<file path="config.mk">
export PLATFORM = sky130hd
export DESIGN_NAME = pipe_ctrl
export DESIGN_NICKNAME = d
export VERILOG_FILES = /design/src/rtl/pipe_ctrl.sv
export SDC_FILE = /design/constraint.sdc
export NUM_CORES = 1
export LEC_CHECK = 0
export BUFFER_PORTS_ARGS = -buffer_cell sky130_fd_sc_hd__buf_2
export CORE_MARGIN = 5
export CORE_UTILIZATION = 30
export DETAILED_ROUTE_END_ITERATION = 8
export SLEW_MARGIN = 15
export SYNTH_ARGS = -nofsm -noshare
export SYNTH_HDL_FRONTEND = slang
export SYNTH_SLANG_ARGS = --single-unit
</file>
<file path="constraint.sdc">
create_clock -name clk -period 2.4 [get_ports clk]
set_clock_uncertainty 0.1 [all_clocks]
set_input_delay 0.12 -clock clk [delete_from_list [all_inputs] [get_ports clk]]
set_output_delay 0.12 -clock clk [all_outputs]
set_load 0.02 [all_outputs]
</file>
<file path="src/rtl/pipe_ctrl.sv">
// Pipeline control: stall mask from per-stage requests, registered flush/redirect,
// debug halt/resume handshake and a saturating stall-cycle counter.
module pipe_ctrl #(
  parameter int NSTAGE    = 6,
  parameter int FLUSH_CYC = 1,
  parameter int ADDR_W    = 32,
  parameter int CNT_W     = 16
) (
  input  logic              clk,
  input  logic              rst,
  input  logic [NSTAGE-1:0] stallreq_i,
  input  logic              flush_req_i,
  input  logic [ADDR_W-1:0] flush_pc_i,
  input  logic              halt_req_i,
  input  logic              cnt_clr_i,
  output logic [NSTAGE-1:0] stall_o,
  output logic              flush_o,
  output logic [ADDR_W-1:0] new_pc_o,
  output logic              halt_ack_o,
  output logic [CNT_W-1:0]  stall_cnt_o
);
  localparam int FCW = $clog2(FLUSH_CYC + 1);
  localparam logic [FCW-1:0] FLOAD = FCW'(FLUSH_CYC - 1);

  typedef enum logic [1:0] {RUN, FLUSH, HALTED} state_t;

  state_t            state, state_nxt;
  logic [FCW-1:0]    fcnt, fcnt_nxt;
  logic              pend, pend_nxt;
  logic [NSTAGE-1:0] mask;
  logic              acc;

  // Freezing stage i also freezes every earlier stage, so fill downward from the top request.
  always_comb begin
    mask = '0;
    acc  = 1'b0;
    for (int j = NSTAGE - 1; j >= 0; j--) begin
      acc     = acc | stallreq_i[j];
      mask[j] = acc;
    end
  end

  // rst gates the mask so the combinational output also clears without waiting for an edge.
  always_comb begin
    stall_o = '0;
    if (!rst) begin
      case (state)
        RUN:     stall_o = mask;
        HALTED:  stall_o = '1;
        default: stall_o = '0;
      endcase
    end
  end

  assign flush_o    = (state == FLUSH);
  assign halt_ack_o = (state == HALTED);

  always_comb begin
    state_nxt = state;
    fcnt_nxt  = fcnt;
    pend_nxt  = pend;
    case (state)
      RUN: begin
        if (flush_req_i) begin
          state_nxt = FLUSH;
          fcnt_nxt  = FLOAD;
        end else if (halt_req_i && stallreq_i == '0) begin
          state_nxt = HALTED;
        end
      end
      FLUSH: begin
        if (flush_req_i)    fcnt_nxt  = FLOAD;
        else if (fcnt != 0) fcnt_nxt  = fcnt - FCW'(1);
        else                state_nxt = RUN;
      end
      HALTED: begin
        if (flush_req_i) pend_nxt = 1'b1;
        // A redirect arriving in the release cycle is still honoured.
        if (!halt_req_i) begin
          if (pend || flush_req_i) begin
            state_nxt = FLUSH;
            fcnt_nxt  = FLOAD;
            pend_nxt  = 1'b0;
          end else begin
            state_nxt = RUN;
          end
        end
      end
      default: state_nxt = RUN;
    endcase
  end

  always_ff @(posedge clk or posedge rst) begin
    if (rst) begin
      state       <= RUN;
      fcnt        <= '0;
      pend        <= 1'b0;
      new_pc_o    <= '0;
      stall_cnt_o <= '0;
    end else begin
      state <= state_nxt;
      fcnt  <= fcnt_nxt;
      pend  <= pend_nxt;
      if (flush_req_i) new_pc_o <= flush_pc_i;
      if (cnt_clr_i)
        stall_cnt_o <= '0;
      else if (state == RUN && stall_o[0] && stall_cnt_o != '1)
        stall_cnt_o <= stall_cnt_o + CNT_W'(1);
    end
  end
endmodule

</file>
# Word-level counts from Yosys, hierarchy flattened

Index checks and enable logic that the tools add are counted.

$add $sub $neg: 2
Equality and inequality tests: 9
Multiplexer cells: 20
Bitwise gates (word level): 5
Reductions and logical operators: 10

Operators by type and width:

| kind                    | number |
|---|---|
| $mux W16                | 2 |
| $add A16 B1 Y16 const B | 1 |
| $ne A16 B16 Y1 const B  | 1 |
| $pmux W6 S2             | 1 |
| $mux W2                 | 5 |
| $mux W1                 | 9 |
| $ne A2 B2 Y1 const B    | 4 |
| $reduce_and A4 Y1       | 2 |
| $logic_not A6 Y1        | 1 |
| $mux W6                 | 1 |
| $pmux W2 S3             | 1 |
| $or A1 B1 Y1            | 5 |
| $logic_and A1 B1 Y1     | 3 |
| $ne A3 B3 Y1 const B    | 1 |
| $pmux W1 S3             | 1 |
| $reduce_bool A3 Y1      | 1 |
| $eq A2 B1 Y1 const B    | 1 |
| $eq A2 B2 Y1 const B    | 1 |
| $logic_not A2 Y1        | 1 |
| $ne A2 B1 Y1 const B    | 1 |
| $reduce_bool A2 Y1      | 1 |
| $logic_or A1 B1 Y1      | 1 |
| $sub A1 B1 Y1 const B   | 1 |

Bits in registers: 52
Bits of input ports: 43
Output and inout port bits: 56
Logic and storage cells: 51

# Logic depth before layout (Yosys ltp)

Gate-level depths: netlist of run 1.

Word-level depth: 11
Gate-level depth with buffers: 5
Mapped depth without buffers: 5

# Least setup slack after synthesis of run 1

Ideal clock, no wire load.

Path type: reg-to-reg
Start: register stall_cnt_o[0]
End: register stall_cnt_o[1]
Arrival: 1.548 ns
Data required time: 2.174 ns
Path slack: 0.625 ns
Stages on the path, launching flop included: 6
Clock period less this slack: 1.775 ns
Path through: dfrtp_1 ha_1 nand3_1 o21ai_1 mux2i_1 nor2_1

Word-level cells in the longest chain between the ends: 3
Elaborated cells on any way between the ends: 6

Ends and longest elaborated chain:

| element                                                  | RTL line | source |
|---|---|---|
| start, declared                                          | 20       | `output logic [CNT_W-1:0] stall_cnt_o` |
| start signal, assigned                                   | 108      | `stall_cnt_o <= stall_cnt_o + CNT_W'(1);` |
| $add A16 B1 Y16 / $ne A16 B16 Y1 (equally long branches) | 108, 107 |  |
| $mux W16 / $logic_and A1 B1 Y1 (equally long branches)   | 107      | `else if (state == RUN && stall_o[0] && stall_cnt_o != '1)` |
| $mux W16 / $reduce_bool A2 Y1 (equally long branches)    | --       |  |

Several ways; a longest one is shown, not always the timed one. The select of a mux whose other input is x is not followed.
A chain may end at the register's enable or synchronous reset.

# Worst setup path in the final report of run 1

Start: register state[1]
End: register stall_cnt_o[11]

Word-level cells in the longest chain between the ends: 6
Elaborated cells on any way between the ends: 7

Ends and longest elaborated chain:

| element                                                 | RTL line | source |
|---|---|---|
| start, declared                                         | 27       | `state_t state, state_nxt;` |
| start signal, assigned                                  | 101      | `state <= state_nxt;` |
| $eq A2 B2 Y1 / $logic_not A2 Y1 (equally long branches) | 47, 107  |  |
| $pmux W6 S2                                             | 47       | `case (state)` |
| $mux W6                                                 | 46       | `if (!rst) begin` |
| $logic_and A1 B1 Y1 (*) (2 in series)                   | 107      |  |
| $reduce_bool A2 Y1 (no source line) (*)                 | --       |  |

Every way passes the cells marked *; elsewhere a longest branch is shown, timed or not.

==> results of run 1 <==
report_power, final:
group          total [mW]  switching (mW)  internal (mW)  leakage, nW
Sequential          0.945          0.0295          0.916        0.636
Clock               0.693           0.276          0.417       0.0654
Combinational       0.345           0.183          0.161        0.909
cell families after synthesis:
logic type                 Yosys count  share of synthesized area, %
AOI/OAI and AO/OA                   20                          6.26
xor gates and xnor gates            13                          4.96
adders and majority gates            1                         0.545
buffers and inverters               11                          1.80
DFF                                 51                          55.6
muxes                               34                          16.6
and+or+nand+nor                     62                          14.3
metal layers:
layer	GRT usage, %	up-vias	wire [um]
li1	-	944	-
met1	13.5	911	2280
met2	20.9	67	2740
met3	4.38	8	447
met4	3.51	0	75
met5	0	-	0
registers in the layout (all words and copies together) (netlist names):
signal / count
stall_cnt_o: 16
state: 2
pend: 1
new_pc_o: 32
how the worst max path moves through the flow:
stage,start,cells after the start,endpoint
final,state[1]$_DFFE_PP0P_,5,stall_cnt_o[11]$_DFFE_PP0P_
after detailed placement,state[1]$_DFFE_PP0P_,5,stall_cnt_o[15]$_DFFE_PP0P_
after CTS,state[1]$_DFFE_PP0P_,5,stall_cnt_o[11]$_DFFE_PP0P_
after global routing,state[1]$_DFFE_PP0P_,5,stall_cnt_o[11]$_DFFE_PP0P_
after global placement,state[1]$_DFFE_PP0P_,5,stall_cnt_o[13]$_DFFE_PP0P_
after floorplan,stall_cnt_o[0]$_DFFE_PP0P_,5,stall_cnt_o[1]$_DFFE_PP0P_
what timing repair did:
| action | 4_1_cts | 5_1_grt |
|---|---|---|
| resized for setup | 0 | 0 |
| hold buffers | 34 | 0 |
| endpoints found under the hold margin | 40 | 0 |
per-stage QoR:
step                      area (um^2)  worst slack (ns)  total power, mW
after CTS                        3370             0.501             2.02
after global routing             3370             0.363             2.10
after floorplan                  2300             0.625             1.15
after detailed placement         2900             0.507             1.27
after global placement           2900             0.514             1.26
final                            3370             0.500             1.98
synthesized netlist by cell type (all sizes together), types with 2 or more instances:
library cell and count:
nand4 2, and4 2, nor3 2, inv 4, nand2 8, a21oi 8, nor4 3, dfrtp 51
buf 3, mux2i 2, clkbuf 4, xor2 9, nand3 7, and3 5, a211oi 2, nor2b 2
o211ai 4, mux2 32, nor2 25, xnor2 4
area by class of cell:
cell class              instances  area share [%]
clock buffers                   6            2.15
clock inverters                 2            1.78
inverters                       4           0.446
multi-input cells             130            29.1
flip-flops and latches         51            37.9
well taps                     102            3.79
repair buffers                133            24.9
==> results list, run 1 <==
- Result of the run: complete, no violations
- In this run the tool buffered the top-level ports with approximately 100 buffer cells.
- Setup violations remaining at the end of the flow were counted as 0.
- Number of nets in the layout: between 300 and 400
- Total die area: 9510 um^2
* Layout cell share with drive strength beyond 1: a little under half
* Headroom to the max-slew limit: 50.3%
- The average instance in the mapped netlist occupies 12.0 um^2.
- The worst setup path is launched from a flop.
* Commonest register cell after synthesis: sky130_fd_sc_hd__dfrtp_1
- Final design utilization: 44.3%
- The number of pins exceeding their max-slew limit in the final report is 0.
- The die is 97.5 um wide.
* Type of the setup path with the least slack: reg2reg
- In the final layout, the multi-input gates occupy 980 um^2.
- Leaving out filler cells and counting taps, the final layout contains approximately 430.
- The final-report hold violation count is 0.
- End of the worst register-to-register path: stall_cnt_o[11]$_DFFE_PP0P_
- Yosys printed 0 warnings.
* Worst Path Buf+Inv: 0
- At the pin with the least slew margin, the transition time is roughly 0.74 ns.
- Detail-routed net length per standard cell: ~13 um
- Count of flip-flops with a built-in enable after synthesis: 0
* Overflow left after global routing: 0
- Critical-path top delay cell: sky130_fd_sc_hd__dfrtp_1
- Buffer levels on the longest clock path: 2
- After synthesis, flip-flops and latches occupy 55.6% of the total area.
* H-tree level count: 2
* Number of instances in the placed design: 386
* CTS tree: done
- The tightest hold path in the finished design has a slack of 0.0800 ns.
- Total number of placement rows: 32
- Number of instances in the synthesized netlist: 192
- In this run the standard cell core region covers 7610 um^2.
* RSZ-0062 raised after global routing: no
- Clock latency of the later-clocked register in the worst-skew pair: 0.30 ns
- Antenna violations before repair: 0
- For this design the top-level I/O count stands at 99.
* DR pass1 iterations: 4
- Worst Hold Path Cells: 2
* CP peak stage delay: 0.46 ns
- Clock period minus final worst setup slack: 1.90 ns
- After synthesis, the share of flip-flops with an asynchronous set or reset is 100%.
- Across every metal layer, demand over resource in global routing totals 11.9%.
- The count of nets left with antenna violations once routing finished came out at 0.
- The initial utilization of the core area, before any placement, comes to 30.2%.
* Post-route fraction of the period consumed by the critical path: approximately 80%
- Root buf cell: sky130_fd_sc_hd__clkbuf_8
* Max-Cap Viols: 0
- The worst-case IR drop observed on VDD is 0.360 mV.
- Entering global routing, the biggest net connects 47 pins.
- Traced cell by cell, the critical path runs through or3_4 -> a211oi_2 -> nand4b_1 -> xor2_1 -> nor2_1.
* Cell area after synthesis: ~2300 um^2
* Number of sinks on the clock net: 51
- After detailed routing, the number of vias per cell comes to roughly 4.5.
- Compared with the post-synthesis result, the final layout area differs by 46.7%.
- Launching point of the worst reg2reg path: state[1]$_DFFE_PP0P_
* Sum of negative setup slack: 0 ns
- In this run the worst hold path is classified as in2reg.
- At the worst endpoint, the required time is about 2.5 ns.
- Logic depth of the worst register-to-register path: 5
* Cell class contributing the biggest share of worst-path delay: simple AND/OR/NAND/NOR gates
* DRT Wirelength: approximately 5500 um
- For this design the static power due to leakage is 1.61 nW.
* DR vias: between 1.5k and 2k
* Most used cells in the layout excluding fill and tap cells: 98 x sky130_fd_sc_hd__buf_2, 51 x sky130_fd_sc_hd__dfrtp_1, 34 x sky130_fd_sc_hd__dlygate4sd3_1
* Number of buffers created by CTS: 5
- Area occupied by registers: 1280 um^2
- Top cells by area, synth: sky130_fd_sc_hd__dfrtp_1 56%, sky130_fd_sc_hd__mux2_2 16%, sky130_fd_sc_hd__nor2_1 4.1%, sky130_fd_sc_hd__xor2_1 3.4%, sky130_fd_sc_hd__a21oi_1 1.5%
- Share of the synthesized area in the top cell type: 55.6%
- Final weighted congestion in routability-driven placement: 0.795
- In this run, the number of DRC markers left after iteration 0 of detailed routing was 40.
* End point of the most critical hold path: stall_cnt_o[3]$_DFFE_PP0P_
- Synthesis instantiated 36 different standard cells from the library.
* Maximum fanout count along the critical path: 8
- 0 antenna diodes ended up in the layout.
* Clock-pin slew on the worst setup and hold paths: 0.09 ns
- PD cells: 589 nW/um^2
- Setup slack on the worst flop-to-flop path: 0.50 ns
* Crit end category: flop
- When the netlist entered floorplanning its net count stood at 236.
- The first global-routing pass estimated 9510 um of wire.
- STA puts the critical path data arrival time at 1.98 ns.
* DRC errors left: 0
- The startpoint identified for the worst hold timing path is cnt_clr_i.
* Most frequent standard cell in the layout excluding fill and tap cells: sky130_fd_sc_hd__buf_2
- Post-CTS repair timing setup buffer count: 0
- Number of global-route vias before repair: 2035
- Most area-hungry cell type in the Yosys netlist: sky130_fd_sc_hd__dfrtp_1
- Placed wire-length estimate: ~3900 um
- Timing would allow up to roughly 0.53 GHz.
- After filler insertion, the fill cell instance count of the layout stands at 720.
- After synthesis the netlist holds a flip-flop and latch count of 51.
- From bottom edge to top edge, the die measures 97.5 um.
Note: power is estimated with default switching activity, not from simulation.
==> run 2, diff against run 1 <==
clock period = 1.9 ns   (was 2.4 ns; I/O delays follow)
==> run 2 against run 1 <==
  * Sequential share of layout area down 1.5 points
  * Worst setup slack got worse by 0.42 ns
  * Cell count grew 4.0%
  * Non-clock buffer count is 17 higher
  * Global-route usage rose by 0.69 points
  * First-iteration DRC count down 20%
  * Routed wire length grew 4.6%
  * Critical path depth increased by 1
  * Via count grew 3.3%
==> results list, run 2 (synthesis gave the netlist of run 1 again) <==
* Total routing resource utilization after global routing: 12.6% (was 11.9%)
* Placed wire-length estimate: 4210 um (was 3880 um)
* Logic depth of the worst register-to-register path: 4 (was 5)
* DR pass1 iterations: 4 (unchanged)
- Most frequent standard cell in the layout excluding fill and tap cells: sky130_fd_sc_hd__buf_2 (unchanged)
- Biggest regs: new_pc_o (32), stall_cnt_o (16), state (2) (unchanged).
- Top achievable clock speed: 0.550 GHz
- The number of clock sinks seen by CTS came to 51 (unchanged).
- Switching part of the total power: 25.9% (was 24.7%)
* Maximum fanout count along the critical path: 5 (was 8)
* Number of buffers created by CTS: 5 (unchanged)
* Number of global-route vias before repair: 2196 (was 2035)
- Result of the run: complete, no violations (unchanged).
- Buffer levels on the longest clock path: 2 (unchanged)
- The number of flip-flops in the largest register came to 32 (unchanged).
- Final weighted congestion in routability-driven placement: 0.810 (was 0.795)
* Overflow left after global routing: 0 (unchanged)
* Synth-to-Final Area Change: 52.8% (was 46.7%)
- The core box area came to 7610 um^2 (unchanged).
- Portion of total power attributed to combinational logic: 18.8% (was 17.4%)
- Crit path setup slack, layout: 0.0821 ns (was 0.500 ns)
- Detail-routed net length per standard cell: 13.0 um (about the same)
* Number of vias per cell: 4.48 (was 4.51)
- The highest ir drop seen on vdd was 0.364 mV (was 0.360 mV).
- The pin count of the biggest net entering global routing is 36 (was 47).
- The number of pins exceeding their max-slew limit in the final report was 0 (unchanged).
* Number of standard cells in the final layout excluding fillers: 445 (was 428)
- The type of the tightest min-delay check is in2reg (unchanged).
* Post-placement worst setup slack: 0.130 ns (was 0.507 ns)
* Final antenna diode count: 0 (unchanged)
- The cell leakage power was 1.70 nW (was 1.61 nW).
- Count of antenna-violating nets left after detailed routing: 0 (unchanged)
* Headroom to the max-slew limit: 61.7% (was 50.3%)
* Antenna violations before repair: 0 (unchanged)
- The final critical path takes up 95.7% of the cycle.
- Hold violation count in the final report: 0 (unchanged)
* Part of the power in the clock network: 32.1% (was 34.9%)
- The start-to-end type of the worst setup path is in2reg (was reg2reg).
- Worst path required time: 2.03 ns (was 2.48 ns)
* Sum of negative setup slack: 0 ns (unchanged)
- The instance area after placement is 3040 um^2 (was 2900 um^2).
- RSZ-0062 raised after global routing: no (unchanged)
* Clock-pin slew on the worst setup and hold paths: 0.10 ns (was 0.09 ns)
- The width of the die is 97.5 um (unchanged).
- For the finished layout, the period the worst path requires is around 1.8 ns.
- Root buf cell: sky130_fd_sc_hd__clkbuf_8 (unchanged)
- The net count of the finished layout is 386 (was 369).
* CTS tree: done (unchanged)
- DRC errors left: 0 (unchanged)
- The number of cells after detailed placement was 403 (was 386).
* I/O pin cnt: 99 (unchanged)
- The measured slew at the worst slew-check pin is 0.573 ns (was 0.745 ns).
- H-tree level count: 2 (unchanged)
* Post-route cell area: 3510 um^2 (was 3370 um^2)
- Total die area: 9510 um^2 (unchanged)
* DRT Wirelength: 5800 um (was 5550 um)
* Clock latency of the later-clocked register in the worst-skew pair: 0.30 ns (about the same)
* Category of the worst setup path launch point: input port (was flop)
- The number of cell rows is 32 (unchanged).
* Most used cells in the layout excluding fill and tap cells: 98 x sky130_fd_sc_hd__buf_2, 51 x sky130_fd_sc_hd__dfrtp_1, 34 x sky130_fd_sc_hd__dlygate4sd3_1 (unchanged)
- The cell area power density is 692 nW/um^2 (was 589 nW/um^2).
* First-pass GRT wire length: 10100 um (was 9510 um)
- The effective utilization at floorplan came to 30.2% (unchanged).
- The power dissipated by switching net loads was 0.630 mW (was 0.489 mW).
* DR vias: 1993 (was 1930)
* Internal power: 1.80 mW (was 1.49 mW)
* Crit end category: flop (unchanged)
- The quantity of I/O buffers inserted on ports was 98 (unchanged).
* Die extent in y: 97.5 um (unchanged)
* Register containing the most flip-flops in the final layout: new_pc_o (unchanged)
* Fraction of power consumed by sequential logic: 49.1% (was 47.7%)
- The count of maximum capacitance violations was 0 (unchanged).
- Critical path arrival: 1.95 ns (was 1.98 ns)
* Final setup viols: 0 (unchanged)
* Worst Hold Path Cells: 2 (unchanged)
- Layout cell share with drive strength beyond 1: 48.1% (was 45.1%)
- The violation count after the first detailed-routing iteration came to 32 (was 40).
[run 2: changes by cell type in the layout (fill, tap and decap cells not counted), sizes merged]
cell / delta
buf: +17
bufinv: -1
clkinv: +1
[run 2: worst paths after layout]
path	startpoint	endpoint	slack, ns
max in group asynchronous	rst	stall_cnt_o[9]$_DFFE_PP0P_	0.83
worst max register to register	state[1]$_DFFE_PP0P_	stall_cnt_o[8]$_DFFE_PP0P_	0.12
worst max-delay path	rst	stall_cnt_o[8]$_DFFE_PP0P_	0.08
worst min register to register	new_pc_o[8]$_DFFE_PP0P_	new_pc_o[8]$_DFFE_PP0P_	0.41
min in group asynchronous	rst	stall_cnt_o[3]$_DFFE_PP0P_	0.32
worst min-delay path	cnt_clr_i	stall_cnt_o[15]$_DFFE_PP0P_	0.05
[run 2: power by group through the flow]
stage | Combinational, mW | Clock (mW) | Sequential [mW]
floorplan | 0.143 | 0 | 1.31
global placement | 0.399 | 0 | 1.21
detailed placement | 0.405 | 0 | 1.21
CTS | 0.460 | 0.824 | 1.19
global route | 0.497 | 0.861 | 1.20
finish | 0.456 | 0.780 | 1.19
[run 2: per-layer routing]
layer | wire, um | track usage [%] | up-vias
met4 | 33 | 2.77 | 0
met2 | 2940 | 23.0 | 56
met3 | 370 | 3.59 | 4
li1 | - | - | 968
met1 | 2450 | 14.5 | 965
met5 | 0 | 0 | -
[run 2: repair_timing]
item / in CTS / in global routing
endpoints found under the hold margin: 59 / 0
hold buffers: 34 / 0
setup endpoints to repair: 0 / 3
resized for setup: 0 / 2
setup buffers: 0 / 0
[run 2: metrics by stage]
stage / total power, mW / hold slack (ns) / utilization, %
after floorplan: 1.45 / 0.128 / -
after global placement: 1.61 / 0.104 / 39.9
after detailed placement: 1.62 / 0.104 / 39.9
after CTS: 2.48 / 0.0474 / 45.9
after global routing: 2.56 / 0.0565 / 46.1
final: 2.43 / 0.0466 / 46.1
[run 2: area by class of cell]
class / instances / area, um^2
fill: 736 / 4100
sequential: 51 / 1280
multi-input combinational: 130 / 995
timing repair buffer: 150 / 978
tap: 102 / 128
clock buffer: 6 / 82.6
clock inverter: 2 / 35.0
inverter: 4 / 15.0
[run 2: critical path, stage by stage]
cell	delay, ns
sky130_fd_sc_hd__dlygate4sd3_1	0.55
sky130_fd_sc_hd__buf_2	0.14
sky130_fd_sc_hd__or3_4	0.37
sky130_fd_sc_hd__a21o_4	0.22
sky130_fd_sc_hd__or4_1	0.40
sky130_fd_sc_hd__a21oi_1	0.17
==> run 3, diff against run 2 <==
clock period = 1.85 ns   (was 1.9 ns; I/O delays follow)
==> run 3 against run 2 <==
  * Global-route usage up 0.14 points
  * Cell area up 1.4%
  * Cell count up 1.1%
  * Sequential power about the same
  * Via count up 2.2%
  * Sequential cell count unchanged
  * Combinational power up 3%
  * Clock power up 2%
  * Worst setup slack worse by 0.028 ns
  * Worst hold slack about the same
  * Largest cell class unchanged
==> results list, run 3 (synthesis gave the netlist of run 1 again) <==
- Hold violation count in the final report: 0 (unchanged)
- CP peak stage delay: 0.54 ns (was 0.55 ns)
* Worst path required time: 1.98 ns (was 2.03 ns)
* Combined area of the multi-input logic cells: 1010 um^2 (was 995 um^2)
* DRC errors left: 0 (unchanged)
- Leakage Power: 1.73 nW (was 1.70 nW)
- Derived from the worst setup path, the maximum achievable clock frequency is 0.557 GHz.
* Setup slack on the worst flop-to-flop path: 0.09 ns (was 0.12 ns)
* DRT Wirelength: 5860 um (was 5800 um)
- End of the worst register-to-register path: stall_cnt_o[8]$_DFFE_PP0P_ (unchanged)
- The violation count after the first detailed-routing iteration is 48 (was 32).
* Count of input and output buffers: 98 (unchanged)
- The worst hold slack after final layout was 0.0466 ns (about the same).
* VDD IR max: 0.374 mV (was 0.364 mV)
- The number of buffers created by CTS is 5 (unchanged).
* Overflow left after global routing: 0 (unchanged)
* DR vias: 2036 (was 1993)
- The kind of start point of the critical path is an input port (unchanged).
- I/O pin cnt: 99 (unchanged)
- The routed length per placed instance came to 13.0 um (about the same).
- The die area came to 9510 um^2 (unchanged).
- The headroom to the max-slew limit came to 64.1% (was 61.7%).
- Biggest regs: new_pc_o (32), stall_cnt_o (16), state (2) (unchanged)
- Worst setup endpoint: stall_cnt_o[8]$_DFFE_PP0P_ (unchanged)
* Root buf cell: sky130_fd_sc_hd__clkbuf_8 (unchanged)
- Number of nets in the layout: 391 (was 386)
* Max FFs per register: 32 (unchanged)
* Final setup viols: 0 (unchanged)
* Worst Max-Slew Pin Slew: 0.536 ns (was 0.573 ns)
- Launching point of the worst reg2reg path: state[1]$_DFFE_PP0P_ (unchanged)
- Type of the setup path with the least slack: in2reg (unchanged)
- The proportion of layout cells with a drive suffix above 1 is 49.4% (was 48.1%).
- Synth-to-Final Area Change: 55.0% (was 52.8%)
- DR pass1 iterations: 3 (was 4)
* Final antenna diode count: 0 (unchanged)
- Most used cells in the layout excluding fill and tap cells: 98 x sky130_fd_sc_hd__buf_2, 51 x sky130_fd_sc_hd__dfrtp_1, 34 x sky130_fd_sc_hd__dlygate4sd3_1 (unchanged)
- Antenna violations before repair: 0 (unchanged)
- The TritonCTS clock tree was done (unchanged).
- The standard cell with the maximum stage delay on the critical path is sky130_fd_sc_hd__dlygate4sd3_1 (unchanged).
* Post-route fraction of the period consumed by the critical path: 97.1%
- Largest net degree at the start of global routing: 47 (was 36)
* Crit end category: flop (unchanged)
- The detailed-placement wirelength estimate was 4140 um (was 4210 um).
* Worst Setup SP: rst (unchanged)
* Critical path arrival: 1.93 ns (was 1.95 ns)
- Logic depth of the worst register-to-register path: 4 (unchanged)
* Sum of negative setup slack: 0 ns (unchanged)
* Number of sinks on the clock net: 51 (unchanged)
- The final weighted congestion of routability-driven global placement was 0.816 (was 0.810).
* Number of global-route vias before repair: 2123 (was 2196)
* First-pass GRT wire length: 10200 um (was 10100 um)
* Clock period minus final worst setup slack: between 1.5 and 2 ns
- Class of the worst hold path: in2reg (unchanged)
- H-tree level count: 2 (unchanged)
* Total number of placement rows: 32 (unchanged)
- The register area was 1280 um^2 (unchanged).
- The number of pins exceeding their max-slew limit in the final report came to 0 (unchanged).
- The core box area was 7610 um^2 (unchanged).
* Most frequent standard cell in the layout excluding fill and tap cells: sky130_fd_sc_hd__buf_2 (unchanged)
* Buffer levels on the longest clock path: 2 (unchanged)
- Number of vias per cell: 4.52 (was 4.48)
* Clock latency of the later-clocked register in the worst-skew pair: 0.30 ns (about the same)
- Cell chain of the critical path: dlygate4sd3_1 -> buf_2 -> or3_4 -> a21o_4 -> or4_1 -> a21oi_1 (unchanged).
- The number of inserted filler cells in the final layout came to 727 (was 736).
- Die extent in y: 97.5 um (unchanged)
- Register containing the most flip-flops in the final layout: new_pc_o (unchanged)
- The overall fraction of global-route tracks in use was 12.7% (was 12.6%).
* Clock-pin slew on the worst setup and hold paths: 0.10 ns (about the same)
- RSZ-0062 raised after global routing: no (unchanged).
- Max-Cap Viols: 0 (unchanged)
- The cell area power density is 700 nW/um^2 (was 692 nW/um^2).
- The width of the die came to 97.5 um (unchanged).
- The post-CTS setup repair buffer count is 0 (unchanged).
- The post-detailed-route count of antenna-violating nets came to 0 (unchanged).
- Starting Density: 30.2% (unchanged)
* Result of the run: complete, no violations (unchanged)
- The top fanout value on the critical path came to 5 (unchanged).
## run 3: cell count changes in the layout (fill, tap and decap cells not counted), sizes merged
cell	previous run	this run
buf	116	121
## run 3: power by group
| part | switching (mW) | internal [mW] |
|---|---|---|
| Sequential | 0.0357 | 1.19 |
| Combinational | 0.248 | 0.222 |
| Clock | 0.361 | 0.438 |
## run 3: per-layer routing
metal / vias to the layer above / wire length, um / GRT usage, %
met5: - / 0 / 0
met4: 0 / 73 / 3.19
met3: 8 / 393 / 3.80
met2: 60 / 2930 / 22.5
met1: 979 / 2470 / 15.1
li1: 989 / - / -
## run 3: area by class of cell
type	count	area share [%]
clock inverter	2	0.984
clock buffer	6	2.32
inverter	4	0.422
sequential	51	35.9
multi-input combinational	130	28.3
tap	102	3.59
timing repair buffer	155	28.5
## run 3: worst min-delay path by stage
stage          slack (ns)                         end  cells past startpoint        from
2_1_floorplan        0.13        state[1]$_DFFE_PP0P_                      2  halt_req_i
3_3_place_gp        -0.08  stall_cnt_o[7]$_DFFE_PP0P_                      2         rst
5_1_grt              0.06  stall_cnt_o[5]$_DFFE_PP0P_                      2   cnt_clr_i
3_5_place_dp        -0.09  stall_cnt_o[7]$_DFFE_PP0P_                      2         rst
4_1_cts              0.05  stall_cnt_o[2]$_DFFE_PP0P_                      2   cnt_clr_i
6_report             0.05  stall_cnt_o[4]$_DFFE_PP0P_                      2   cnt_clr_i
## run 3: repair_timing
action                     CTS  global route
hold buffers                34             0
hold endpoints to repair    86             0
gates resized for setup      0             4
setup endpoints to repair    0             6
## run 3: through the flow
step           setup slack (ns)  cells  cell area, um^2  power, mW  util (%)
5_1_grt                  0.0164    450             3560       2.61      46.8
4_1_cts                  0.0711    450             3530       2.54      46.4
3_5_place_dp              0.120    408             3070       1.66      40.4
6_report                 0.0538    450             3560       2.49      46.8
3_3_place_gp              0.136    408             3070       1.66      40.4
2_1_floorplan            0.0755    192             2300       1.49         -
## run 3: worst max-delay path: cells and delay by family
family,cells,cell delay [ns]
compound gates,2,0.38
buf+inv,2,0.69
simple gates,2,0.77
